`config.mk`:
```
export PLATFORM = sky130hd
export DESIGN_NAME = svo_stream_switch
export DESIGN_NICKNAME = d
export VERILOG_FILES = /design/src/rtl/svo_stream_switch.sv
export SDC_FILE = /design/constraint.sdc
export NUM_CORES = 1
export LEC_CHECK = 0
export BUFFER_PORTS_ARGS = -buffer_cell sky130_fd_sc_hd__buf_2
export CORE_AREA = 5 5 72 74
export CTS_CLUSTER_SIZE = 28
export DETAILED_ROUTE_END_ITERATION = 8
export DIE_AREA = 0 0 77 79
export GPL_ROUTABILITY_DRIVEN = 0
export HOLD_SLACK_MARGIN = 0.03
export PLACE_DENSITY = 0.76
export REMOVE_ABC_BUFFERS = 1
export SLEW_MARGIN = 20
export SYNTH_ARGS = -nofsm -noshare
export SYNTH_HDL_FRONTEND = slang
export SYNTH_SLANG_ARGS = --single-unit
```
`constraint.sdc`:
```
create_clock -name clk -period 2.2 [get_ports clk]
set_clock_uncertainty 0.1 [all_clocks]
set_input_delay 0.33 -clock clk [delete_from_list [all_inputs] [get_ports clk]]
set_output_delay 0.33 -clock clk [all_outputs]
set_load 0.05 [all_outputs]
```
`src/rtl/svo_stream_switch.sv`:
```
// svo_stream_switch: frame-aligned two-source AXI-stream pixel switch.
// Switches only on start-of-frame, falls back to the test card on stall.
module svo_stream_switch #(
  parameter int SVO_BITS_PER_PIXEL = 24,
  parameter int TIMEOUT            = 4096
) (
  input  logic                          clk,
  input  logic                          resetn,
  input  logic                          sel,
  input  logic                          in0_axis_tvalid,
  output logic                          in0_axis_tready,
  input  logic [SVO_BITS_PER_PIXEL-1:0] in0_axis_tdata,
  input  logic                          in0_axis_tuser,
  input  logic                          in1_axis_tvalid,
  output logic                          in1_axis_tready,
  input  logic [SVO_BITS_PER_PIXEL-1:0] in1_axis_tdata,
  input  logic                          in1_axis_tuser,
  output logic                          out_axis_tvalid,
  input  logic                          out_axis_tready,
  output logic [SVO_BITS_PER_PIXEL-1:0] out_axis_tdata,
  output logic                          out_axis_tuser,
  output logic                          cur_src,
  output logic                          locked,
  output logic                          fault
);

  localparam int WD_W = $clog2(TIMEOUT + 1);
  localparam logic [WD_W-1:0] WD_LAST = WD_W'(TIMEOUT - 1);

  typedef enum logic {
    SYNC = 1'b0,
    PASS = 1'b1
  } state_t;

  state_t                        st;
  logic                          cur;
  logic [WD_W-1:0]               wd;

  logic                          sel_eff;
  logic                          pending;
  logic                          ld;
  logic                          s_valid;
  logic                          s_sof;
  logic [SVO_BITS_PER_PIXEL-1:0] s_data;
  logic                          s_ready;
  logic                          swap;
  logic                          fire;

  assign sel_eff = sel & ~fault;
  assign pending = sel_eff != cur;
  assign ld      = ~out_axis_tvalid | out_axis_tready;

  // Mux the currently owning source onto the internal beat.
  always_comb begin
    s_valid = in0_axis_tvalid;
    s_sof   = in0_axis_tuser;
    s_data  = in0_axis_tdata;
    if (cur) begin
      s_valid = in1_axis_tvalid;
      s_sof   = in1_axis_tuser;
      s_data  = in1_axis_tdata;
    end
  end

  // Frame boundary of the owner while another source is wanted.
  assign swap = (st == PASS) & ld & s_valid & s_sof & pending;

  // Live source idle for TIMEOUT consecutive cycles.
  assign fire = cur & ~in1_axis_tvalid & (wd == WD_LAST);

  // Owner ready: drain to SOF in SYNC, hold SOF at a switch boundary.
  always_comb begin
    s_ready = 1'b0;
    unique case (st)
      SYNC: s_ready = ~s_sof;
      PASS: s_ready = ld & ~swap;
    endcase
    in0_axis_tready = cur ? 1'b1 : s_ready;
    in1_axis_tready = cur ? s_ready : 1'b1;
  end

  // Scheduler state, watchdog and registered output stage.
  always_ff @(posedge clk) begin
    if (!resetn) begin
      cur             <= 1'b0;
      st              <= SYNC;
      wd              <= '0;
      fault           <= 1'b0;
      out_axis_tvalid <= 1'b0;
      out_axis_tdata  <= '0;
      out_axis_tuser  <= 1'b0;
    end else begin
      if (!cur || in1_axis_tvalid || fire) begin
        wd <= '0;
      end else begin
        wd <= wd + 1'b1;
      end
      if (!sel) begin
        fault <= 1'b0;
      end
      if (fire) begin
        cur   <= 1'b0;
        st    <= SYNC;
        fault <= 1'b1;
        // A held beat still completes; one taken now is retired.
        if (out_axis_tready) begin
          out_axis_tvalid <= 1'b0;
        end
      end else if (st == SYNC) begin
        if (s_valid && s_sof) begin
          st <= PASS;
        end
        if (out_axis_tready) begin
          out_axis_tvalid <= 1'b0;
        end
      end else if (swap) begin
        cur             <= sel_eff;
        st              <= SYNC;
        out_axis_tvalid <= 1'b0;
      end else if (ld) begin
        out_axis_tvalid <= s_valid;
        if (s_valid) begin
          out_axis_tdata <= s_data;
          out_axis_tuser <= s_sof;
        end
      end
    end
  end

  assign cur_src = cur;
  assign locked  = (st == PASS);

endmodule

```
==> results.ini <==
[synthesis]
synthFlopType=dfxtp_1
synth_seq_cells=42
netlist_top_cells_area=dfxtp_1 41%, mux2i_1 12%, o211a_1 12%
postSynthAreaPerCell_sq_um=9.60
synth_cell_types=33
ys_warn_count=0
yosysSeqAreaShare_pct=41.3
synth_largest_area_cell=dfxtp_1
netlist_area_sq_mm=0.00203
netlist_instances=212
yosysTopAreaCellShare_pct=41.3
async_reset_ff_share_pct=0
synth_edf_count=0

[drt]
drc=0
drt-total-wl_um=5050
viasPerCell=5.38
vias=1884
drt-initial-drc-count=88
first_pass_iters=4
wl_per_cell_um=14.4
detail-route-antenna-nets=0

[timing]
slew_headroom_pct=79.9
period_share_pct=91.6
worst-slew-pin-transition_ns=0.298
max_freq_mhz=496
min_period_ns=2.02
finalSetupViolations=0
worst_slack_ns=0.185
drv_slew=0
finalHoldViolCount=0
whs_ns=0.221
rsz0062_at_grt=false

[pwr]
p_leak_nw=1.37
share_seq_of_total_power_pct=47.9
p_int_w=0.00120
pwr_density_cell_mw_per_mm2=638
clkPwrFrac_pct=34.5
irDropWorstVdd_v=0.000403
p_sw_w=0.000462
total_power_w=0.00166
swShare_pct=27.8
pwr-share-comb_pct=17.6

[cts]
cts_tree=done
htreeDepth=2
clk_latency_ns=0.30
holdBufCountCts=0
cts_buffers=5
clockBufferDepth=2
clkSinkCount=42
postCtsSetupRepairBufs=0
path_clk_slew_ns=0.07
root_buffer=clkbuf_8
cts_resized=0

[worst_setup_path]
crit_arrival_ns=1.59
r2r_cells=5
worstSetupPathType=register to primary output
rr_startpoint=fault
end_kind=primary output
critPathMaxFanout=21
crit_required_ns=1.77
r2r_end=out_axis_tdata[21]
critPathLaunchType=register
reg2reg_slack_ns=0.44
crit_start=cur_src

[placed_design]
dp_cells=342
hpwlAfterDp_um=3650
dpl_worst_slack_ns=0.367
port_buffers=86

[grt]
overflow=0
grt_pass1_wl_um=8180
antenna_found_initial=0
grt_usage_pct=16.5
grt_max_degree=30
grt_pass1_vias=1828

[die]
die_x_um=77
rows=25
die_h_um=79
initial_core_util_pct=44.9
coreArea_sq_mm=0.00454
ios=87
fp.dieArea_sq_mm=0.00608

[layout]
area_delta_synth_final_pct=28.1
final_common_cell=buf_2
final_core_util_pct=57.5
layout.nets=352
drive_above_1_share_pct=34.8
num_antenna_cells=0
final_cell_mix=86 x buf_2, 41 x dfxtp_1, 28 x nand3_1
stdcell_count=350

[job]
drv_cap=0

[min_path]
worstHoldStart=sel
hold_path_class=input port to register
min_path_cells=3
min_to=fault

[run_status]
status=finished clean

[flip-flops by register name (all words and copies together), names as in the netlist]
| signal | flops |
|---|---|
| fault | 1 |
| out_axis_tuser | 1 |
| cur_src | 1 |
| locked | 1 |
| out_axis_tdata | 24 |
| wd | 13 |
| out_axis_tvalid | 1 |
[Yosys cell counts (2+ instances only)]
library cell / number
dfxtp_1: 42
nand3_1: 28
mux2i_1: 25
o211a_1: 24
nor2_1: 14
nand2_1: 12
clkbuf_1: 10
xor2_1: 8
nand4_1: 5
o21ai_0: 4
and2_1: 3
and3_1: 3
and4_1: 3
buf_2: 3
nand2b_1: 3
a21oi_1: 2
buf_4: 2
buf_6: 2
inv_1: 2
nor3b_1: 2
o22ai_1: 2
xnor2_1: 2
[layout make-up]
type / count / area, sq um
multi-input cells: 151 / 1100
inverters: 2 / 7.51
clock buffers: 8 / 110
well taps: 54 / 67.6
repair buffers: 93 / 483
flip-flops and latches: 42 / 842
fillers: 392 / 1930
[power by group through the flow]
stage | clock (W) | combinational [W] | sequential, W
2_1_floorplan | 0 | 0.0000905 | 0.000902
3_3_place_gp | 0 | 0.000289 | 0.000815
3_5_place_dp | 0 | 0.000293 | 0.000815
4_1_cts | 0.000587 | 0.000294 | 0.000798
5_1_grt | 0.000621 | 0.000312 | 0.000801
6_report | 0.000574 | 0.000292 | 0.000798
[through the flow]
stage	setup TNS, ns	instance area [sq um]
3_5_place_dp	0	2500
2_1_floorplan	-41.40	1940
4_1_cts	0	2610
3_3_place_gp	0	2500
6_report	0	2610
5_1_grt	0	2610
[critical path, stage by stage, from the launching register on]
cell	delay, ns
dfxtp_2	0.35
buf_4	0.24
buf_4	0.35
buf_2	0.33
[worst max-delay path by stage]
stage,end,slack [ns]
4_1_cts,cur_src,0.16
3_3_place_gp,out_axis_tdata[10],0.45
5_1_grt,cur_src,0.10
6_report,cur_src,0.18
2_1_floorplan,out_axis_tuser,-1.33
3_5_place_dp,out_axis_tdata[21],0.37
[kinds of logic (layout without fill, tap and decap cells)]
family	Yosys count	count (layout)	share of synthesized area (%)
adders and majority gates	1	1	0.615
buffers and inverters	19	103	4.80
muxes	25	25	12.3
xor gates and xnor gates	10	10	4.31
AOI/OAI and AO/OA	39	39	17.5
DFF	42	42	41.3
and+or+nand+nor	76	76	19.2
[metal layers]
layer / vias to the layer above / routed length (um) / part of all wire, % / track usage, %
met4: 0 / 119 / 2.4 / 8.76
met2: 67 / 2550 / 51 / 29.0
met1: 869 / 2070 / 41 / 18.6
met3: 9 / 312 / 6.2 / 3.63
met5: - / 0 / 0 / 0
li1: 939 / - / - / -
(Power assumes the default switching activity.)
